`src/rtl/fft_frame_scheduler_if.sv`:
```
// rtl/fft_frame_scheduler_if.sv - FIFO read port and FFT input stream bundle
// master = scheduler side (pops FIFO, drives stream); slave = FIFO/FFT side.
interface fft_frame_scheduler_if #(
  parameter int ADDR_WIDTH = 10,
  parameter int DATA_WIDTH = 32
);
  logic                  fifo_rd_en;
  logic [DATA_WIDTH-1:0] fifo_rd_data;
  logic                  fifo_empty;
  logic [ADDR_WIDTH:0]   fifo_rd_level;
  logic [DATA_WIDTH-1:0] m_tdata;
  logic                  m_tvalid;
  logic                  m_tready;
  logic                  m_tuser;
  logic                  m_tlast;

  modport master (
    output fifo_rd_en,
    input  fifo_rd_data, fifo_empty, fifo_rd_level,
    output m_tdata, m_tvalid, m_tuser, m_tlast,
    input  m_tready
  );

  modport slave (
    input  fifo_rd_en,
    output fifo_rd_data, fifo_empty, fifo_rd_level,
    input  m_tdata, m_tvalid, m_tuser, m_tlast,
    output m_tready
  );
endinterface

```
`src/rtl/fft_frame_scheduler.sv`:
```
// rtl/fft_frame_scheduler.sv - pops whole FFT frames from a FIFO onto a framed stream
// Waits for a full frame in the FIFO, streams it with SOF/EOF markers, optional inter-frame gap.
module fft_frame_scheduler #(
  parameter int ADDR_WIDTH = 10,
  parameter int DATA_WIDTH = 32,
  parameter int FRAME_LEN  = 1024,
  parameter int GAP_CYCLES = 0
) (
  input  logic                        clk,
  input  logic                        rst_n,
  input  logic                        enable,
  input  logic                        flush,
  fft_frame_scheduler_if.master       bus,
  output logic                        busy,
  output logic                        frame_done,
  output logic [15:0]                 frame_cnt,
  output logic                        underrun
);
  localparam int CNT_W = (FRAME_LEN > 1) ? $clog2(FRAME_LEN) : 1;
  localparam int GAP_W = (GAP_CYCLES > 1) ? $clog2(GAP_CYCLES) : 1;
  localparam logic [CNT_W-1:0]    LAST_IDX  = CNT_W'(FRAME_LEN - 1);
  localparam logic [ADDR_WIDTH:0] FRAME_LVL = (ADDR_WIDTH + 1)'(FRAME_LEN);
  localparam logic [GAP_W-1:0]    GAP_LAST  = GAP_W'((GAP_CYCLES > 0) ? GAP_CYCLES - 1 : 0);

  typedef enum logic [1:0] {ST_IDLE, ST_STREAM, ST_DRAIN, ST_GAP} state_e;

  state_e                state_q;
  logic [CNT_W-1:0]      pop_cnt_q;
  logic [GAP_W-1:0]      gap_cnt_q;
  logic [DATA_WIDTH-1:0] tdata_q;
  logic                  tvalid_q;
  logic                  tuser_q;
  logic                  tlast_q;
  logic                  frame_done_q;
  logic [15:0]           frame_cnt_q;
  logic                  underrun_q;

  logic slot_free;
  logic pop;
  logic handshake;

  // The output register can take a new word when empty or being consumed this cycle.
  assign slot_free = !tvalid_q || bus.m_tready;
  assign pop       = (state_q == ST_STREAM) && !bus.fifo_empty && slot_free && !flush;
  assign handshake = tvalid_q && bus.m_tready;

  assign bus.fifo_rd_en = pop;
  assign bus.m_tdata    = tdata_q;
  assign bus.m_tvalid   = tvalid_q;
  assign bus.m_tuser    = tuser_q;
  assign bus.m_tlast    = tlast_q;
  assign busy           = (state_q != ST_IDLE);
  assign frame_done     = frame_done_q;
  assign frame_cnt      = frame_cnt_q;
  assign underrun       = underrun_q;

  always_ff @(posedge clk or negedge rst_n) begin
    if (!rst_n) begin
      state_q      <= ST_IDLE;
      pop_cnt_q    <= '0;
      gap_cnt_q    <= '0;
      tdata_q      <= '0;
      tvalid_q     <= 1'b0;
      tuser_q      <= 1'b0;
      tlast_q      <= 1'b0;
      frame_done_q <= 1'b0;
      frame_cnt_q  <= '0;
      underrun_q   <= 1'b0;
    end else if (flush) begin
      state_q      <= ST_IDLE;
      pop_cnt_q    <= '0;
      gap_cnt_q    <= '0;
      tvalid_q     <= 1'b0;
      tuser_q      <= 1'b0;
      tlast_q      <= 1'b0;
      frame_done_q <= 1'b0;
      frame_cnt_q  <= '0;
      underrun_q   <= 1'b0;
    end else begin
      frame_done_q <= 1'b0;

      if (pop) begin
        tdata_q  <= bus.fifo_rd_data;
        tvalid_q <= 1'b1;
        tuser_q  <= (pop_cnt_q == '0);
        tlast_q  <= (pop_cnt_q == LAST_IDX);
      end else if (handshake) begin
        tvalid_q <= 1'b0;
        tuser_q  <= 1'b0;
        tlast_q  <= 1'b0;
      end

      // Stalled on an empty FIFO mid-frame: flag it and simply wait for data.
      if (state_q == ST_STREAM && bus.fifo_empty && slot_free) begin
        underrun_q <= 1'b1;
      end

      case (state_q)
        ST_IDLE: begin
          if (enable && bus.fifo_rd_level >= FRAME_LVL) begin
            state_q   <= ST_STREAM;
            pop_cnt_q <= '0;
          end
        end
        ST_STREAM: begin
          if (pop) begin
            if (pop_cnt_q == LAST_IDX) begin
              pop_cnt_q <= '0;
              state_q   <= ST_DRAIN;
            end else begin
              pop_cnt_q <= pop_cnt_q + 1'b1;
            end
          end
        end
        ST_DRAIN: begin
          if (handshake && tlast_q) begin
            frame_done_q <= 1'b1;
            frame_cnt_q  <= frame_cnt_q + 16'd1;
            gap_cnt_q    <= '0;
            state_q      <= (GAP_CYCLES == 0) ? ST_IDLE : ST_GAP;
          end
        end
        ST_GAP: begin
          if (gap_cnt_q == GAP_LAST) begin
            state_q <= ST_IDLE;
          end else begin
            gap_cnt_q <= gap_cnt_q + 1'b1;
          end
        end
        default: state_q <= ST_IDLE;
      endcase
    end
  end
endmodule

```
`src/flat_wrapper.sv`:
```
// flat-port wrapper written by rule: the top's interface ports become plain ports
module fft_frame_scheduler_flat 
#(
  parameter int ADDR_WIDTH = 10,
  parameter int DATA_WIDTH = 32,
  parameter int FRAME_LEN  = 1024,
  parameter int GAP_CYCLES = 0
)
  (clk, rst_n, enable, flush, busy, frame_done, frame_cnt, underrun, bus_fifo_rd_en, bus_fifo_rd_data, bus_fifo_empty, bus_fifo_rd_level, bus_m_tdata, bus_m_tvalid, bus_m_tuser, bus_m_tlast, bus_m_tready);
  fft_frame_scheduler_if #(.ADDR_WIDTH(ADDR_WIDTH), .DATA_WIDTH(DATA_WIDTH)) bus_i ();
  input  logic clk;
  input  logic rst_n;
  input  logic enable;
  input  logic flush;
  output logic busy;
  output logic frame_done;
  output logic [15:0] frame_cnt;
  output logic underrun;
  output wire logic [$bits(bus_i.fifo_rd_en)-1:0] bus_fifo_rd_en;
  input wire logic [$bits(bus_i.fifo_rd_data)-1:0] bus_fifo_rd_data;
  input wire logic [$bits(bus_i.fifo_empty)-1:0] bus_fifo_empty;
  input wire logic [$bits(bus_i.fifo_rd_level)-1:0] bus_fifo_rd_level;
  output wire logic [$bits(bus_i.m_tdata)-1:0] bus_m_tdata;
  output wire logic [$bits(bus_i.m_tvalid)-1:0] bus_m_tvalid;
  output wire logic [$bits(bus_i.m_tuser)-1:0] bus_m_tuser;
  output wire logic [$bits(bus_i.m_tlast)-1:0] bus_m_tlast;
  input wire logic [$bits(bus_i.m_tready)-1:0] bus_m_tready;
  assign bus_fifo_rd_en = bus_i.fifo_rd_en;
  assign bus_i.fifo_rd_data = bus_fifo_rd_data;
  assign bus_i.fifo_empty = bus_fifo_empty;
  assign bus_i.fifo_rd_level = bus_fifo_rd_level;
  assign bus_m_tdata = bus_i.m_tdata;
  assign bus_m_tvalid = bus_i.m_tvalid;
  assign bus_m_tuser = bus_i.m_tuser;
  assign bus_m_tlast = bus_i.m_tlast;
  assign bus_i.m_tready = bus_m_tready;
  fft_frame_scheduler #(.ADDR_WIDTH(ADDR_WIDTH), .DATA_WIDTH(DATA_WIDTH), .FRAME_LEN(FRAME_LEN), .GAP_CYCLES(GAP_CYCLES)) u_core (.clk(clk), .rst_n(rst_n), .enable(enable), .flush(flush), .bus(bus_i), .busy(busy), .frame_done(frame_done), .frame_cnt(frame_cnt), .underrun(underrun));
endmodule
```
`config.mk`:
```
export PLATFORM = sky130hd
export DESIGN_NAME = fft_frame_scheduler_flat
export DESIGN_NICKNAME = d
export VERILOG_FILES = /design/src/rtl/fft_frame_scheduler_if.sv /design/src/rtl/fft_frame_scheduler.sv /design/src/flat_wrapper.sv
export SDC_FILE = /design/constraint.sdc
export NUM_CORES = 1
export LEC_CHECK = 0
export ABC_AREA = 1
export BUFFER_PORTS_ARGS = -buffer_cell sky130_fd_sc_hd__buf_4
export CELL_PAD_IN_SITES_DETAIL_PLACEMENT = 1
export CELL_PAD_IN_SITES_GLOBAL_PLACEMENT = 1
export CORE_ASPECT_RATIO = 0.9
export CORE_MARGIN = 2
export CORE_UTILIZATION = 36
export CTS_CLUSTER_DIAMETER = 50
export CTS_CLUSTER_SIZE = 14
export DETAILED_ROUTE_END_ITERATION = 12
export PLACE_DENSITY = 0.85
export SYNTH_ARGS = -nofsm -noshare
export SYNTH_HDL_FRONTEND = slang
export SYNTH_SLANG_ARGS = --single-unit
```
`constraint.sdc`:
```
create_clock -name clk -period 2 [get_ports clk]
set_clock_uncertainty 0.2 [all_clocks]
set_input_delay 0.4 -clock clk [delete_from_list [all_inputs] [get_ports clk]]
set_output_delay 0.4 -clock clk [all_outputs]
set_load 0.03 [all_outputs]
```
== Yosys cells after proc, flatten, opt, wreduce, memory -nomap -nowiden ==
Cells that the tools add are included.
Cells by class
  add/sub/neg operators: 3
  $lt $le $gt $ge: 1
  equality and inequality tests: 9
  mux-type cells: 31
  bitwise gates (word level): 1
  reductions and logical operators: 26
Operators by type and width (number)
  2-to-1 mux 16 bit: 3
  2-to-1 mux 10 bit: 4
  one-hot mux 10 bit (2 select lines): 1
  adder 16 x 1 -> 16 bit (second input constant): 1
  2-to-1 mux 1 bit: 15
  2-to-1 mux 2 bit: 6
  >= comparator 11 bit (second input constant): 1
  adder 10 x 1 -> 10 bit (second input constant): 1
  == test 10 bit (second input constant): 1
  logical NOT 10 bit: 1
  inequality test 3 x 2 -> 1 bit (second input constant): 3
  nonzero test 3 bit: 3
  logical AND 1 bit: 8
  one-hot mux 2 bit (4 select lines): 1
  nonzero test 2 bit: 4
  inequality test 3 bit (second input constant): 2
  AND reduction 2 bit: 3
  AND reduction 5 bit: 1
  == test 2 bit (second input constant): 2
  logical NOT 1 bit: 3
  AND reduction 3 bit: 1
  == test 2 x 1 -> 1 bit (second input constant): 1
  logical NOT 2 bit: 1
  one-hot mux 1 bit (2 select lines): 1
  other kinds (3): 3
Storage, ports and cells
  register bits: 66
  bits of input ports: 49
  output and inout bits: 55
  logic and storage cells: 81

== Depth between registers and ports, before layout ==
  word-level depth: 7
  gate-level depth with buffers: 10
  gate-level depth less buffers: 9

== Worst setup path after synthesis ==
OpenSTA, ideal clock, no wires.
  path kind: reg-to-reg
  start point: register u_core.frame_cnt_q[1], in the netlist u_core.frame_cnt[1]
  end point: register u_core.frame_cnt_q[12], in the netlist u_core.frame_cnt[12]
  library setup time: 118 ps
  arrival time: 1474 ps
  path slack: 209 ps
  stages on the path, launching flop included: 9
  period minus slack after synthesis: 1791 ps
  cells stage by stage: dfrtp_1 ha_1 nand2_1 nor2_2 nand2_1 nor3_1 nand2_1 nand2_1 nor2_1
Between the ends
  longest elaborated chain between the ends: 4
RTL lines
  start, declared: RTL line fft_frame_scheduler.sv:35  | logic [15:0] frame_cnt_q;
  start signal, assigned: RTL line fft_frame_scheduler.sv:118  | frame_cnt_q <= frame_cnt_q + 16'd1;
  adder 16 x 1 -> 16 bit: RTL line fft_frame_scheduler.sv:118
  2-to-1 mux 16 bit: RTL line fft_frame_scheduler.sv:116  | if (handshake && tlast_q) begin
  2-to-1 mux 16 bit: RTL line fft_frame_scheduler.sv:98  | case (state_q)
  2-to-1 mux 16 bit: RTL line fft_frame_scheduler.sv:69  | end else if (flush) begin
No other way between the ends. The select of a mux whose other input is x is not followed.
A chain may end at the register's enable or synchronous reset.

== Worst setup path after layout ==
  start point: register u_core.state_q[1]
  end point: output bus_fifo_rd_en
Between the ends
  longest elaborated chain between the ends: 4
RTL lines
  start, declared: RTL line fft_frame_scheduler.sv:27  | state_e state_q;
  start signal, assigned: RTL line fft_frame_scheduler.sv:120  | state_q <= (GAP_CYCLES == 0) ? ST_IDLE : ST_GAP;
  == test 2 x 1 -> 1 bit: RTL line fft_frame_scheduler.sv:44  | assign pop = (state_q == ST_STREAM) && !bus.fifo_empty && slot_free && !flush;
  logical AND 1 bit (3 in series): RTL line fft_frame_scheduler.sv:44
  end, declared: RTL line flat_wrapper.sv:19  | output wire logic [$bits(bus_i.fifo_rd_en)-1:0] bus_fifo_rd_en;
No other way between the ends.

==> flow_summary.json <==
{
  "status": "finished, final reports clean",
  "yosys.area_share.simple": 0.327,
  "finalCriticalPeriod_ns": 1.92,
  "route.detailed.drc": 0,
  "fin_cells": 630,
  "dieArea_sq_um": 9440,
  "switching_share": 0.402,
  "numCtsBuffers": 9,
  "cts_tree": "done",
  "hold_viol": 0,
  "fp.dieW_um": 102,
  "syn_to_final_growth_pct": 36.0,
  "ant_nets": 0,
  "post-route-period-util": 0.960,
  "switching_power_mw": 2.17,
  "combPwrFrac": 0.405,
  "finalNetCount": 558,
  "die_h_um": 92.4,
  "drv_cap": 0,
  "cp-start-kind": "register",
  "dp_hpwl_um": 6660,
  "gp_congestion": 0.909,
  "critical_path.endpoint_type": "primary output",
  "drtIter0Drc": 137,
  "grt_max_degree": 35,
  "portBuffers": 93,
  "synth_adder_area_share": 0.0120,
  "max_freq_ghz": 0.521,
  "power_frac_seq": 0.354,
  "drt-total-wl_um": 9180,
  "drv_slew": 0,
  "coreArea_sq_um": 8490,
  "gr-usage-all-layers": 0.211,
  "ys_seq_area_frac": 0.521,
  "tns_ns": 0,
  "cp_data_required_time_ns": 1.40,
  "path_class": "register to primary output",
  "slew-limit-headroom": 0.632,
  "synth_compound_area_frac": 0.0597,
  "worstSkewPairLatency_ns": 0.34,
  "yosys_most_used_dff": "dfrtp_1",
  "cts.sinks": 65,
  "synth_xor_area_frac": 0.00841,
  "initial_core_util": 0.368,
  "viasPerCell": 4.75,
  "grt_pass1_vias": 3155,
  "powerDensity_nw_per_um2": 1270,
  "finalSetupViolCount": 0,
  "synth_edf_count": 0,
  "synth_top_family_by_area": "simple AND/OR/NAND/NOR gates",
  "p_int_mw": 3.23,
  "cp_max_fo": 4,
  "via_count": 2995,
  "worst_pin_slew_ns": 0.551,
  "ys_seq_elements": 65,
  "wl_per_cell_um": 14.6,
  "rsz0062_at_grt": "false",
  "clkSlewWorstSetupHoldPaths_ns": 0.07,
  "layout-drive-gt1-share": 0.268,
  "antenna_cells": 0,
  "clkPwrFrac": 0.241,
  "p_leak_nw": 2.26,
  "synthDistinctLibCells": 30,
  "cts_root_buf": "clkbuf_8",
  "grt_remaining_overflow": 0,
  "ir_drop_v": 0.000722,
  "syn_nets": 449,
  "fp-row-count": 32,
  "syn_area_sq_um": 3120,
  "h-tree-depth": 3,
  "synth_mux_area_frac": 0,
  "hold_path.class": "primary input to register",
  "antenna_found_initial": 0,
  "synth_area_per_cell_sq_um": 7.87,
  "max-clock-path-buffers": 2,
  "place_inst": 608,
  "drt_pass1_iterations": 4,
  "ys_async_sr_fraction": 1.00,
  "syn_inst": 397,
  "io_pins": 104,
  "critPathArrivalTime_ns": 1.32,
  "grt_pass1_wl_um": 15300,
  "yosys_warnings": 0
}
final timing paths:
path	from	to	slack, ns	cells past startpoint
max	u_core.state_q[1]	bus_fifo_rd_en	0.08	6
min	bus_fifo_rd_data[11]	u_core.bus.m_tdata[11]	0.05	3
max reg2reg	u_core.pop_cnt_q[1]	u_core.pop_cnt_q[9]	0.20	8
min reg2reg	u_core.bus.m_tdata[16]	u_core.bus.m_tdata[16]	0.28	2
max in group asynchronous	rst_n	u_core.pop_cnt_q[0]	0.83	3
min in group asynchronous	rst_n	u_core.underrun	0.25	2
power by group through the flow:
stage | registers, mW | clock network (mW) | logic, mW
2_1_floorplan | 2.59 | 0 | 0.618
3_3_place_gp | 1.90 | 0 | 2.10
3_5_place_dp | 1.93 | 0 | 2.16
4_1_cts | 1.91 | 1.33 | 2.21
5_1_grt | 1.97 | 1.41 | 2.37
6_report | 1.91 | 1.30 | 2.19
synthesized netlist by cell type, types with 2 or more instances:
master | n | area, sq um
inv_2 | 3 | 11.3
nand4_1 | 6 | 37.5
ha_1 | 3 | 37.5
o21bai_1 | 2 | 15.0
a22o_1 | 2 | 17.5
o21ai_1 | 5 | 25.0
nor2_4 | 2 | 22.5
buf_4 | 4 | 30.0
nand3_1 | 12 | 60.1
nor3_1 | 7 | 35.0
o22ai_1 | 3 | 18.8
o21ai_0 | 11 | 55.1
nor2_2 | 2 | 12.5
buf_6 | 4 | 45.0
a31oi_1 | 2 | 12.5
a21oi_1 | 7 | 35.0
nand2_1 | 169 | 634
xor2_1 | 2 | 17.5
inv_1 | 36 | 135
nand2_2 | 4 | 25.0
nor2_1 | 38 | 143
dfrtp_1 | 65 | 1630
state kept, by name (all words and copies together) (netlist names):
name / flops
u_core.bus.m_tdata: 32
u_core.bus.m_tlast: 1
u_core.bus.m_tuser: 1
u_core.bus.m_tvalid: 1
u_core.frame_cnt: 16
u_core.frame_done: 1
u_core.pop_cnt_q: 10
u_core.state_q: 2
u_core.underrun: 1
stage by stage:
stage | cell area (sq um) | power [mW] | worst slack [ns] | utilization | hold WS [ns]
final | 4250 | 5.40 | 0.0805 | 0.500 | 0.0546
after detailed placement | 3960 | 4.09 | 0.147 | 0.467 | 0.0770
after floorplan | 3120 | 3.21 | 0.209 | - | -0.0956
after CTS | 4230 | 5.45 | 0.0124 | 0.498 | 0.0415
after global placement | 3960 | 4.01 | 0.205 | 0.467 | 0.0733
after global routing | 4250 | 5.75 | 0.00168 | 0.500 | 0.0436
logic make-up after synthesis:
family                     after synthesis
xor gates and xnor gates                 3
and+or+nand+nor                        245
adders and majority gates                3
DFF                                     65
buffers and inverters                   48
AOI/OAI and AO/OA                       33
final cells by class:
cell class | instances | area (sq um)
Fill cell | 1091 | 4240
Clock buffer | 11 | 151
Sequential cell | 65 | 1630
Inverter | 39 | 149
Multi-Input combinational cell | 284 | 1270
Clock inverter | 5 | 77.6
Tap cell | 119 | 149
Timing Repair Buffer | 107 | 822
worst max-delay path: stages (launching register included):
cell and delay (ns):
dfrtp_1 0.39, inv_2 0.07, nand2_2 0.07, nor2_4 0.11, inv_4 0.06, nor2_8 0.13
buf_6 0.14
layer usage:
metal / routed length (um) / up-vias / share of wire / global-route usage
met2: 4450 / 79 / 0.49 / 0.343
met1: 3970 / 1447 / 0.43 / 0.261
met4: 127 / 0 / 0.014 / 0.0778
met3: 635 / 13 / 0.069 / 0.0679
met5: 0 / - / 0 / 0
li1: - / 1456 / - / -
cell usage in the layout, fill, tap and decap left out, drive strengths merged:
master	count
clkinv	2
o21bai	2
buf	106
clkinvlp	1
nor3b	1
nor4	1
dfrtp	65
a31oi	2
nand2	173
xor2	2
inv	39
nand3	13
clkbuf	11
o21ai	16
a22o	2
a21oi	7
nand3b	1
nor2	43
o211ai	1
o22ai	3
nand4	6
ha	3
dlygate4sd3	1
bufinv	2
nor3	7
xnor2	1
what timing repair did:
item / CTS / global route
hold endpoints to repair: 47 / 0
setup endpoints to repair: 1 / 1
gates resized for setup: 1 / 3
pin swaps: 1 / 2
buffers inserted: 3 / 2
hold buffers: 1 / 0
No activity file was read; power rests on OpenSTA's default activity.
